### config.mk
export PLATFORM = sky130hd
export DESIGN_NAME = divisor_seq_5x4bits
export DESIGN_NICKNAME = d
export VERILOG_FILES = /design/src/rtl/divisor_seq_5x4bits.sv
export SDC_FILE = /design/constraint.sdc
export NUM_CORES = 1
export LEC_CHECK = 0
export ABC_AREA = 1
export BUFFER_PORTS_ARGS = -buffer_cell sky130_fd_sc_hd__buf_2
export CAP_MARGIN = 15
export CORE_UTILIZATION = 50
export CTS_CLUSTER_DIAMETER = 100
export DETAILED_ROUTE_END_ITERATION = 10
export PLACE_DENSITY = 0.84
export SYNTH_ARGS = -nofsm -noshare
export SYNTH_HDL_FRONTEND = slang
export SYNTH_SLANG_ARGS = --single-unit
### constraint.sdc
create_clock -name clk -period 1.9 [get_ports clk]
set_input_delay 0.285 -clock clk [delete_from_list [all_inputs] [get_ports clk]]
set_output_delay 0.285 -clock clk [all_outputs]
set_load 0.1 [all_outputs]
### src/rtl/divisor_seq_5x4bits.sv
// Sequential restoring divider: DW-bit dividend / VW-bit divisor, one trial subtraction per cycle.
// Optional macro DIVSEQ_DIV_ZERO_CHECK_EN enables the zero-divisor shortcut and the div_zero flag.
module divisor_seq_5x4bits #(
    parameter int DW = 5,
    parameter int VW = 4
) (
    input  logic          clk,
    input  logic          rst_n,
    input  logic          start,
    input  logic [DW-1:0] a,
    input  logic [VW-1:0] b,
    output logic          busy,
    output logic          done,
    output logic [DW-1:0] q,
    output logic [VW-1:0] r,
    output logic          div_zero
);

    localparam int CW = (DW > 1) ? $clog2(DW) : 1;
    localparam logic [CW-1:0] CNT_LOAD = CW'(DW - 1);

    typedef enum logic [1:0] {
        ST_IDLE = 2'd0,
        ST_RUN  = 2'd1,
        ST_DONE = 2'd2
    } state_t;

    state_t        state_r, state_s;
    logic [DW-1:0] dvd_r, quo_r, q_r;
    logic [VW-1:0] dvs_r, r_r;
    logic [VW:0]   rem_r;
    logic [CW-1:0] cnt_r;
    logic          busy_r, done_r;

    logic [VW:0]   sh_s, rem_nxt_s;
    logic [VW+1:0] diff_s;
    logic          borrow_s, last_s, zero_short_s;
    logic [DW-1:0] quo_nxt_s;

`ifdef DIVSEQ_DIV_ZERO_CHECK_EN
    assign zero_short_s = (b == {VW{1'b0}});
`else
    assign zero_short_s = 1'b0;
`endif

    // One restoring step: shift in the next dividend bit and trial-subtract the divisor
    always_comb begin
        sh_s      = {rem_r[VW-1:0], dvd_r[DW-1]};
        diff_s    = {1'b0, sh_s} - {2'b00, dvs_r};
        borrow_s  = diff_s[VW+1];
        rem_nxt_s = borrow_s ? sh_s : diff_s[VW:0];
        quo_nxt_s = {quo_r[DW-2:0], ~borrow_s};
        last_s    = (cnt_r == {CW{1'b0}});
    end

    // Next-state logic; the zero-divisor shortcut is taken only from IDLE so done never repeats
    always_comb begin
        state_s = state_r;
        case (state_r)
            ST_IDLE: begin
                if (start) begin
                    state_s = zero_short_s ? ST_DONE : ST_RUN;
                end else begin
                    state_s = ST_IDLE;
                end
            end
            ST_RUN: begin
                if (last_s) begin
                    state_s = ST_DONE;
                end else begin
                    state_s = ST_RUN;
                end
            end
            ST_DONE: begin
                if (start) begin
                    state_s = ST_RUN;
                end else begin
                    state_s = ST_IDLE;
                end
            end
            default: state_s = ST_IDLE;
        endcase
    end

    // State register
    always_ff @(posedge clk or negedge rst_n) begin
        if (!rst_n) begin
            state_r <= ST_IDLE;
        end else begin
            state_r <= state_s;
        end
    end

    // Datapath registers and registered handshake/result outputs
    always_ff @(posedge clk or negedge rst_n) begin
        if (!rst_n) begin
            dvd_r  <= {DW{1'b0}};
            dvs_r  <= {VW{1'b0}};
            rem_r  <= {(VW+1){1'b0}};
            quo_r  <= {DW{1'b0}};
            cnt_r  <= {CW{1'b0}};
            q_r    <= {DW{1'b0}};
            r_r    <= {VW{1'b0}};
            busy_r <= 1'b0;
            done_r <= 1'b0;
        end else begin
            busy_r <= (state_s == ST_RUN);
            done_r <= (state_s == ST_DONE);
            case (state_r)
                ST_IDLE, ST_DONE: begin
                    if (start) begin
                        dvd_r <= a;
                        dvs_r <= b;
                        rem_r <= {(VW+1){1'b0}};
                        quo_r <= {DW{1'b0}};
                        cnt_r <= CNT_LOAD;
                        if (zero_short_s && (state_r == ST_IDLE)) begin
                            q_r <= {DW{1'b1}};
                            r_r <= a[VW-1:0];
                        end
                    end
                end
                ST_RUN: begin
                    dvd_r <= {dvd_r[DW-2:0], 1'b0};
                    rem_r <= rem_nxt_s;
                    quo_r <= quo_nxt_s;
                    cnt_r <= cnt_r - CW'(1);
                    if (last_s) begin
                        q_r <= quo_nxt_s;
                        r_r <= rem_nxt_s[VW-1:0];
                    end
                end
                default: begin
                    cnt_r <= {CW{1'b0}};
                end
            endcase
        end
    end

`ifdef DIVSEQ_DIV_ZERO_CHECK_EN
    logic div_zero_r;

    // Zero-divisor flag, updated on every completion (shortcut or full run)
    always_ff @(posedge clk or negedge rst_n) begin
        if (!rst_n) begin
            div_zero_r <= 1'b0;
        end else if ((state_r == ST_IDLE) && start && zero_short_s) begin
            div_zero_r <= 1'b1;
        end else if ((state_r == ST_RUN) && last_s) begin
            div_zero_r <= (dvs_r == {VW{1'b0}});
        end
    end

    assign div_zero = div_zero_r;
`else
    assign div_zero = 1'b0;
`endif

    assign busy = busy_r;
    assign done = done_r;
    assign q    = q_r;
    assign r    = r_r;

endmodule

### Yosys cells after proc, flatten, opt, wreduce, memory -nomap -nowiden

Index checks and enable logic that the tools add are counted.

* bitwise operators: 1
* $add $sub $neg: 2
* equal/unequal tests: 5
* reduce and logical (&&, ||, !) cells: 7
* muxes and demuxes: 11

Operator list (count)
* 4-bit one-hot mux with 2 select lines: 2
* 5-bit one-hot mux with 2 select lines: 1
* 4-bit 2-to-1 mux: 2
* 3-bit one-hot mux with 2 select lines: 1
* 2-bit AND reduction: 3
* 5-bit by 4-bit subtractor with 6-bit output: 1
* 5-bit 2-to-1 mux: 1
* 2-bit by 1-bit equality test with 1-bit output, second input constant: 2
* 2-bit equality test, second input constant: 2
* 2-bit one-hot mux with 2 select lines: 1
* 3-bit logical NOT: 1
* 3-bit 2-to-1 mux: 1
* 3-bit by 1-bit subtractor with 3-bit output, second input constant: 1
* 2-bit logical NOT: 1
* 2-bit 2-to-1 mux: 1
* 2-bit by 1-bit != test with 1-bit output, second input constant: 1
* 2-bit nonzero test: 1
* 2-bit OR reduction: 1
* 1-bit 2-to-1 mux: 1
* 1-bit inverter: 1

* flip-flop bits (word level): 33
* input bits: 12

### Depth between registers and ports, before layout

Gate-level depths: netlist of the first run.

* depth in word-level cells: 4
* depth in mapped cells: 10
* gate-level depth less buffers: 10

### Least setup slack after synthesis of the first run

No wires, ideal clock.

* path kind: reg-to-reg
* start: register dvd_r[4]
* end: register r_r[2] (netlist: r[2])
* stages on the path, launching flop included: 10
* library setup time: 0.120 ns
* data required time: 1.780 ns
* path buffers: 0
* arrival time: 1.331 ns
* setup slack: 0.449 ns
* cells stage by stage: dfrtp_1 inv_1 ha_1 inv_1 fa_1 xor2_1 nand2_1 nand2_1 nand2_1 nand2_1

* cells in the longest elaborated chain, start to end: 2

Ends and longest elaborated chain
* start: declaration: line 29 `logic [DW-1:0] dvd_r, quo_r, q_r;`
* start signal: assignment: line 97 `dvd_r <= {DW{1'b0}};`
* start signal: assignment: line 124 `dvd_r <= {dvd_r[DW-2:0], 1'b0};`
* 5-bit by 4-bit subtractor with 6-bit output: line 49 `diff_s = {1'b0, sh_s} - {2'b00, dvs_r};`
* 4-bit 2-to-1 mux: line 51 `rem_nxt_s = borrow_s ? sh_s : diff_s[VW:0];`
* end signal: assignment: line 103 `r_r <= {VW{1'b0}};`
* end signal: assignment: line 119 `r_r <= a[VW-1:0];`
* end signal: assignment: line 130 `r_r <= rem_nxt_s[VW-1:0];`
* end: declaration: line 30 `logic [VW-1:0] dvs_r, r_r;`

Every way passes these cells.
A chain may end at the register's enable or synchronous reset.

### Worst setup path in the final report of the first run

* start: register rem_r[2]
* end: register r_r[0] (netlist: r[0])

* cells in the longest elaborated chain, start to end: 2

Ends and longest elaborated chain
* start: declaration: line 31 `logic [VW:0] rem_r;`
* start signal: assignment: line 99 `rem_r <= {(VW+1){1'b0}};`
* start signal: assignment: line 114 `rem_r <= {(VW+1){1'b0}};`
* start signal: assignment: line 125 `rem_r <= rem_nxt_s;`
* 5-bit by 4-bit subtractor with 6-bit output: line 49
* 4-bit 2-to-1 mux: line 51

Every way passes these cells.

==> run metrics, run 1 <==
Hold Vio Cnt, Final=13; Avg Vias per Cell=between 5 and 6; Synth Warn #=0; CP Launch Type=flop; area growth from synthesis to layout=11.5%; Reg area=a little over 800 um2; DIE AREA=3320 um2; area of the multi-input gates=between 500 and 600 um2; CTS tree=yes; Peak Freq=640 MHz; height of the chip=57.7 um; via count=~1100; clock sink count=33; Post-CTS Resized=0; Setup CP Type=flop to flop; Congestion Overflow GR=0; clock latency on the worst-skew pair=around 0.33 ns; cell taking the most area after synthesis=dfrtp_1; Primary FF master, synth=dfrtp_1; Worst-Margin Slew=0.707 ns; failing checks=design-rule violations, negative hold slack; row count=19; first-pass GRT wire length=4750 um; Detailed Route Iter0 Violations=61; worst hold slack=-0.0136 ns; most frequent cells after synthesis=nand2_1, dfrtp_1, inv_1; final critical-path required period=roughly 1.6 ns; top-count cell post-synth=nand2_1; class of the worst hold path=primary input to asynchronous set/reset pin; CTS Buf Count=5; post-CTS setup buffers=0; WP data required=2.13 ns; cell area after synthesis=around 1500 um2; number of antenna violations at the first check in global routing=0; final count of negative-setup-slack endpoints=0; WP data arrival=1.79 ns; FILL cells=250; Die X=57.7 um; ANT nets after route=0; Root Driver=clkbuf_4; syn_nets=~190; Hold-fix buffers, CTS=0; clock buffer depth=2; layout cells sized above 1=0.212; critical path peak fanout=4; Slew HR=0.529; core area=around 2900 um2; # nets final=212; DRC errors left=2; count of pins over their slew limit=0; Post-synth EDFFs=0; Async SR Flop Fraction=1.00; Antenna diodes=0; TNS Setup=0 ns; Clock Skew=0.00605 ns; status=finished, violations left; initial core utilization=0.543; clock transition at the registers of the reported paths=about 0.090 ns; largest net degree at the start of global routing=34; PortBufs=22; maxcap violations=0; Worst Setup End Kind=flop; Synth cell types=26; vias in the first global route=1125; Synth Instances=168; crit share post-route=0.823; H-Tree Depth=2; Avg WL per Cell=between 10 and 15 um; Syn Area/Cell=9.22 um2; top cell type's share of synthesized area=0.533; Final Wtd Congestion=0.927; register area share after synthesis=0.533; largest cells by area after synthesis=dfrtp_1, nand2_1, inv_1; TritonRoute pass-1 iters=7; HPWL after detailed placement=1920 um; RSZ-0062 raised after global routing=false; gr usage total=0.194; I/O pin cnt=24; synthesized flop and latch total=33; final wirelength=2700 um
-- worst max-delay path, stage by stage (launching register included) --
cell	delay (ns)
dfrtp_1	0.42
ha_1	0.30
inv_1	0.05
nor2_1	0.13
nand3_1	0.11
nand3_1	0.16
nand2_1	0.10
nand3_1	0.12
nand2_1	0.06
-- kinds of logic after synthesis --
kind of cell | Yosys count | share of synthesized area
DFF | 33 | 0.533
other | 1 | 0.00242
buffers and inverters | 35 | 0.0969
muxes | 1 | 0.00727
AOI/OAI and AO/OA | 28 | 0.112
adders and majority gates | 7 | 0.0614
xor gates and xnor gates | 1 | 0.00566
and+or+nand+nor | 62 | 0.181
-- flip-flops by register name, indices dropped and copies added (netlist names) --
name and flops:
busy 1, dvs_r 4, rem_r 4, cnt_r 3, dvd_r 5, state_r 2
quo_r 4, r 4, done 1, q 5
-- path summary, 6_finish.rpt --
path / from / to / slack (ns) / cells after the start
worst max register to register: rem_r[2] / r[0] / 0.34 / 8
max in group asynchronous: rst_n / dvd_r[4] / 1.45 / 1
worst max-delay path: rem_r[2] / r[0] / 0.34 / 8
worst min register to register: q[2] / q[2] / 0.49 / 2
worst min-delay path: rst_n / q[4] / -0.01 / 1
min in group clk: b[0] / dvs_r[0] / 0.18 / 2
-- cell type report --
cell class / instances / share of cell area
inverters: 29 / 0.0630
multi-input cells: 100 / 0.332
flip-flops and latches: 33 / 0.478
repair buffers: 24 / 0.0725
well taps: 31 / 0.0225
clock buffers: 7 / 0.0319
-- stage by stage --
stage	area [um2]	utilization	cells	setup WS (ns)	hold slack [ns]
floorplan	1550	-	168	0.449	-0.0106
finish	1730	0.605	224	0.337	-0.0136
global route	1730	0.605	224	0.172	0.0432
CTS	1730	0.605	224	0.339	0.0157
detailed placement	1670	0.586	217	0.348	0.385
global placement	1670	0.586	217	0.411	0.372
-- routing by layer --
metal | global-route usage | part of all wire
met4 | 0.0816 | 0.019
met2 | 0.314 | 0.45
met3 | 0.0558 | 0.052
met1 | 0.247 | 0.48
met5 | 0 | 0
-- cell usage in the layout (no fill, tap or decap), drive strengths merged --
master  count
a21oi       3
buf        24
clkbuf      7
conb        1
dfrtp      33
fa          1
ha          6
inv        29
mux2        1
nand2      39
nand3      11
nand4       2
nor2        9
o211ai      4
o21ai      16
o221ai      1
o22ai       4
or2         1
xor2        1
Power of run 1 is not shown: default switching activity piles up to over one toggle a cycle in this logic, so the estimate is an artifact.
==> inputs of run 2 (changes only) <==
- PLACE_DENSITY: 0.84 -> 0.86
- clock period: 1.9 -> 1.4 ns (I/O delays scaled with it)
==> run metrics, run 2 (synthesis results as in run 1) <==
status=finished, violations left (unchanged); failing checks=design-rule violations, negative setup slack (was design-rule violations, negative hold slack); Slowest cell on crit path=dfrtp_1 (unchanged); clock latency on the worst-skew pair=0.33 ns (about the same); final std cell area, no fill=1990 um2 (was 1730 um2); gr usage total=0.210 (was 0.194); HPWL after detailed placement=2060 um (was 1920 um); Post-Place Worst Slack=-0.0822 ns (was 0.348 ns); via count=1283 (was 1149); class of the worst hold path=primary input to flop (was primary input to asynchronous set/reset pin); area growth from synthesis to layout=28.8% (was 11.5%); vias in the first global route=1189 (was 1125); # nets final=234 (was 212); final count of negative-setup-slack endpoints=6 (was 0); Clock Skew=0.00578 ns (was 0.00605 ns); CTS Buf Count=5 (unchanged); Reg2Reg Launch Point=rem_r[2] (unchanged); Avg Vias per Cell=5.19 (was 5.13); core area=2850 um2 (unchanged); setup slack, reg-to-reg=-0.11 ns (was 0.34 ns); most common cell after layout, fill and taps aside=nand2_1 (unchanged); clock sink count=33 (unchanged); Die X=57.7 um (unchanged); crit share post-route=1.08 (was 0.823); WP data arrival=1.73 ns (was 1.79 ns); final critical-path required period=1.51 ns (was 1.56 ns); maxcap violations=0 (unchanged); Congestion Overflow GR=0 (unchanged); largest net degree at the start of global routing=34 (unchanged); Root Driver=clkbuf_4 (unchanged); H-Tree Depth=2 (unchanged); Worst Setup End Kind=flop (unchanged); worst-path cell chain=ha_4 > inv_2 > nor2_4 > nand2_2 > buf_6 > nand4_1 > nand2_1 > nand2_1 > nand2_1 (was ha_1 > inv_1 > nor2_1 > nand3_1 > nand3_1 > nand2_1 > nand3_1 > nand2_1); initial core utilization=0.543 (unchanged); clock buffer depth=2 (unchanged); most used cell, CP=nand2_1 (was nand3_1); hold path cells=2; CTS tree=yes (unchanged); number of antenna violations at the first check in global routing=0 (unchanged); Setup CP Type=flop to flop (unchanged); RR Endpoint=rem_r[2] (was r[0]); DRC errors left=1 (was 2); CP Launch Type=flop (unchanged); WP data required=1.63 ns (was 2.13 ns); RSZ-0062 raised after global routing=true (was false); layout cells sized above 1=0.380 (was 0.212); min-delay src=b[0]; Final Wtd Congestion=1.02 (was 0.927); Detailed Route Iter0 Violations=56 (was 61); Antenna diodes=0 (unchanged); worst hold endpoint=dvs_r[0]; final wirelength=3200 um (was 2700 um); Hold Vio Cnt, Final=0 (was 13); clock transition at the registers of the reported paths=0.09 ns (about the same); Peak Freq=664 MHz (was 640 MHz); DP Area=1800 um2 (was 1670 um2); Reg2Reg Depth=9 (was 8); height of the chip=57.7 um (unchanged); row count=19 (unchanged); DIE AREA=3320 um2 (unchanged); critical path peak fanout=2 (was 4); PortBufs=22 (unchanged); count of pins over their slew limit=0 (unchanged); Final WS setup=-0.106 ns (was 0.337 ns); Avg WL per Cell=13.0 um (was 12.0 um); Worst path max stage delay=0.42 ns (about the same); I/O pin cnt=24 (unchanged); first-pass GRT wire length=5040 um (was 4750 um); highest-count cells in the layout ignoring fill and taps=nand2_1, dfrtp_1, buf_2, buf_4, inv_1 (was nand2_1, dfrtp_1, inv_1); ANT nets after route=0 (unchanged); TritonRoute pass-1 iters=7 (unchanged)
-- run 2: changes by cell type in the layout (fill, tap and decap cells not counted), moves of 3 or more --
| cell | delta |
|---|---|
| ha_1 | -4 |
| inv_1 | -6 |
| ha_4 | +3 |
| nand2_2 | +3 |
| nand3_1 | -4 |
| nand3_2 | +3 |
| nand2_1 | -4 |
| inv_2 | +4 |
| buf_4 | +20 |
-- run 2: critical path, delay by kind of cell, from the launching register on --
family        cells  cell delay, ns
fa+ha+maj         1            0.28
simple gates      6            0.53
flops             1            0.42
buf+inv           2            0.17
-- run 2: worst max path at each step --
stage	slack, ns	startpoint	cells after the start	endpoint
after global placement	-0.09	dvd_r[4]	9	rem_r[2]
after CTS	-0.06	dvd_r[4]	9	rem_r[2]
after detailed placement	-0.08	rem_r[2]	8	rem_r[0]
after global routing	-0.19	rem_r[2]	8	rem_r[0]
final	-0.11	rem_r[2]	9	rem_r[2]
after floorplan	0.0004	dvd_r[4]	9	r[2]
-- run 2: layout make-up --
| type | count | area, um2 |
|---|---|---|
| multi-input cells | 100 | 668 |
| flip-flops and latches | 33 | 826 |
| repair buffers | 46 | 297 |
| inverters | 29 | 116 |
| well taps | 31 | 38.8 |
| fillers | 225 | 858 |
| clock buffers | 8 | 48.8 |
-- run 2: per-stage QoR --
stage          setup TNS (ns)   util  std cells  hold slack, ns
2_1_floorplan               0      -        168         -0.0856
3_3_place_gp           -0.453  0.632        234           0.250
3_5_place_dp           -0.726  0.632        234           0.256
4_1_cts                -0.184  0.671        245          0.0842
5_1_grt                -0.902  0.699        247           0.110
6_report               -0.356  0.699        247           0.104
-- run 2: layer usage --
metal | up-vias | part of all wire | GRT usage | wire length, um
li1 | 630 | - | - | -
met1 | 606 | 0.44 | 0.262 | 1420
met2 | 38 | 0.49 | 0.342 | 1560
met3 | 9 | 0.048 | 0.0469 | 154
met4 | 0 | 0.021 | 0.112 | 67
met5 | - | 0 | 0 | 0
-- run 2: timing repair --
action | 4_1_cts | 5_1_grt
setup endpoints to repair | 14 | 13
hold buffers | 1 | 0
hold endpoints to repair | 33 | 0
gates resized for setup | 9 | 19
pin swaps | 9 | 7
buffers inserted | 2 | 2
Power of run 2 is left out for the same reason.
==> inputs of run 3 (changes only) <==
- RECOVER_POWER: default -> 25
==> run metrics, run 3 (synthesis results as in run 1) <==
highest-count cells in the layout ignoring fill and taps=nand2_1, dfrtp_1, buf_2 (was nand2_1, dfrtp_1, buf_2, buf_4, inv_1); CP Launch Type=flop (unchanged); worst-path cell chain=ha_4 > inv_2 > nor2_4 > nand2_2 > buf_6 > nand4_1 > nand2_1 > nand2_1 > nand2_1 (unchanged); layout cells sized above 1=0.380 (unchanged); clock latency on the worst-skew pair=0.33 ns (about the same); clock transition at the registers of the reported paths=0.09 ns (about the same); clock buffer depth=2 (unchanged); Congestion Overflow GR=0 (unchanged); via count=1284 (was 1283); most used cell, CP=nand2_1 (unchanged); I/O pin cnt=24 (unchanged); row count=19 (unchanged); hold path cells=2 (unchanged); most common cell after layout, fill and taps aside=nand2_1 (unchanged); vias in the first global route=1189 (unchanged); HPWL after detailed placement=2060 um (unchanged); Avg WL per Cell=13.0 um (about the same); clock sink count=33 (unchanged); crit share post-route=1.08 (unchanged); worst hold slack=0.104 ns (about the same); PortBufs=22 (unchanged); critical path peak fanout=2 (unchanged); WP data required=1.63 ns (about the same); Die X=57.7 um (unchanged); Avg Vias per Cell=5.20 (was 5.19); core area=2850 um2 (unchanged); first-pass GRT wire length=5040 um (unchanged); initial core utilization=0.543 (unchanged); Root Driver=clkbuf_4 (unchanged); Worst-Margin Slew=0.809 ns; class of the worst hold path=primary input to flop (unchanged); height of the chip=57.7 um (unchanged); DRC errors left=1 (unchanged); gr usage total=0.210 (unchanged); final wirelength=3200 um (about the same); Clock Skew=0.00578 ns (unchanged); Hold Vio Cnt, Final=0 (unchanged); CTS tree=yes (unchanged); Worst Setup End Kind=flop (unchanged); ANT nets after route=0 (unchanged); # nets final=234 (unchanged); status=finished, violations left (unchanged); TritonRoute pass-1 iters=7 (unchanged); final critical-path required period=1.51 ns (unchanged); Peak Freq=664 MHz (unchanged); maxcap violations=0 (unchanged); DIE AREA=3320 um2 (unchanged); Final Wtd Congestion=1.02 (unchanged); Slew HR=0.461; count of pins over their slew limit=0 (unchanged); Antenna diodes=0 (unchanged); Worst path max stage delay=0.42 ns (about the same); CTS Buf Count=5 (unchanged); Reg2Reg Depth=9 (unchanged); Slowest cell on crit path=dfrtp_1 (unchanged); area growth from synthesis to layout=28.6% (was 28.8%); TNS Setup=-0.356 ns (about the same); RSZ-0062 raised after global routing=true (unchanged); final count of negative-setup-slack endpoints=6 (unchanged); largest net degree at the start of global routing=34 (unchanged); number of antenna violations at the first check in global routing=0 (unchanged); WP data arrival=1.73 ns (about the same); Detailed Route Iter0 Violations=55 (was 56); Setup CP Type=flop to flop (unchanged); Final WS setup=-0.106 ns (unchanged); failing checks=design-rule violations, negative setup slack (unchanged); H-Tree Depth=2 (unchanged)
[run 3: cell count changes in the layout (fill, tap and decap cells not counted)]
cell      delta
buf_4        -1
clkbuf_2     +1
[run 3: path summary, 6_finish.rpt]
check | from | endpoint | slack, ns
max in group asynchronous | rst_n | quo_r[2] | 0.33
min in group asynchronous | rst_n | q[1] | 0.57
min reg2reg | r[1] | r[1] | 0.48
max | rem_r[2] | rem_r[2] | -0.11
max reg2reg | rem_r[2] | rem_r[2] | -0.11
min | b[0] | dvs_r[0] | 0.10
[run 3: timing repair]
item / CTS / global route
buffers inserted: 2 / 2
endpoints found under the hold margin: 33 / 0
pin swaps: 9 / 7
gates resized for setup: 9 / 19
hold buffers: 1 / 0
setup endpoints to repair: 14 / 13
[run 3: stage by stage]
step	cells	worst slack, ns	instance area [um2]	utilization
6_report	247	-0.106	1990	0.698
5_1_grt	247	-0.186	1990	0.698
4_1_cts	245	-0.0597	1910	0.671
3_5_place_dp	234	-0.0822	1800	0.632
3_3_place_gp	234	-0.0851	1800	0.632
2_1_floorplan	168	0.000398	1550	-
[run 3: metal layers]
layer  vias up  track usage  part of all wire
met2        38        0.342              0.49
met4         0        0.112             0.021
met1       607        0.262              0.44
met5         -            0                 0
met3         9       0.0469             0.048
li1        630            -                 -
[run 3: critical path, delay by kind of cell (launching register included)]
family | cells | cell delay, ns
buf+inv | 2 | 0.17
simple gates | 6 | 0.53
fa+ha+maj | 1 | 0.28
flops | 1 | 0.42
[run 3: area by class of cell]
type	instances	area [um2]
Fill cell	226	861
Sequential cell	33	826
Multi-Input combinational cell	100	668
Timing Repair Buffer	46	294
Inverter	29	116
Clock buffer	8	48.8
Tap cell	31	38.8
Power of run 3 is left out for the same reason.
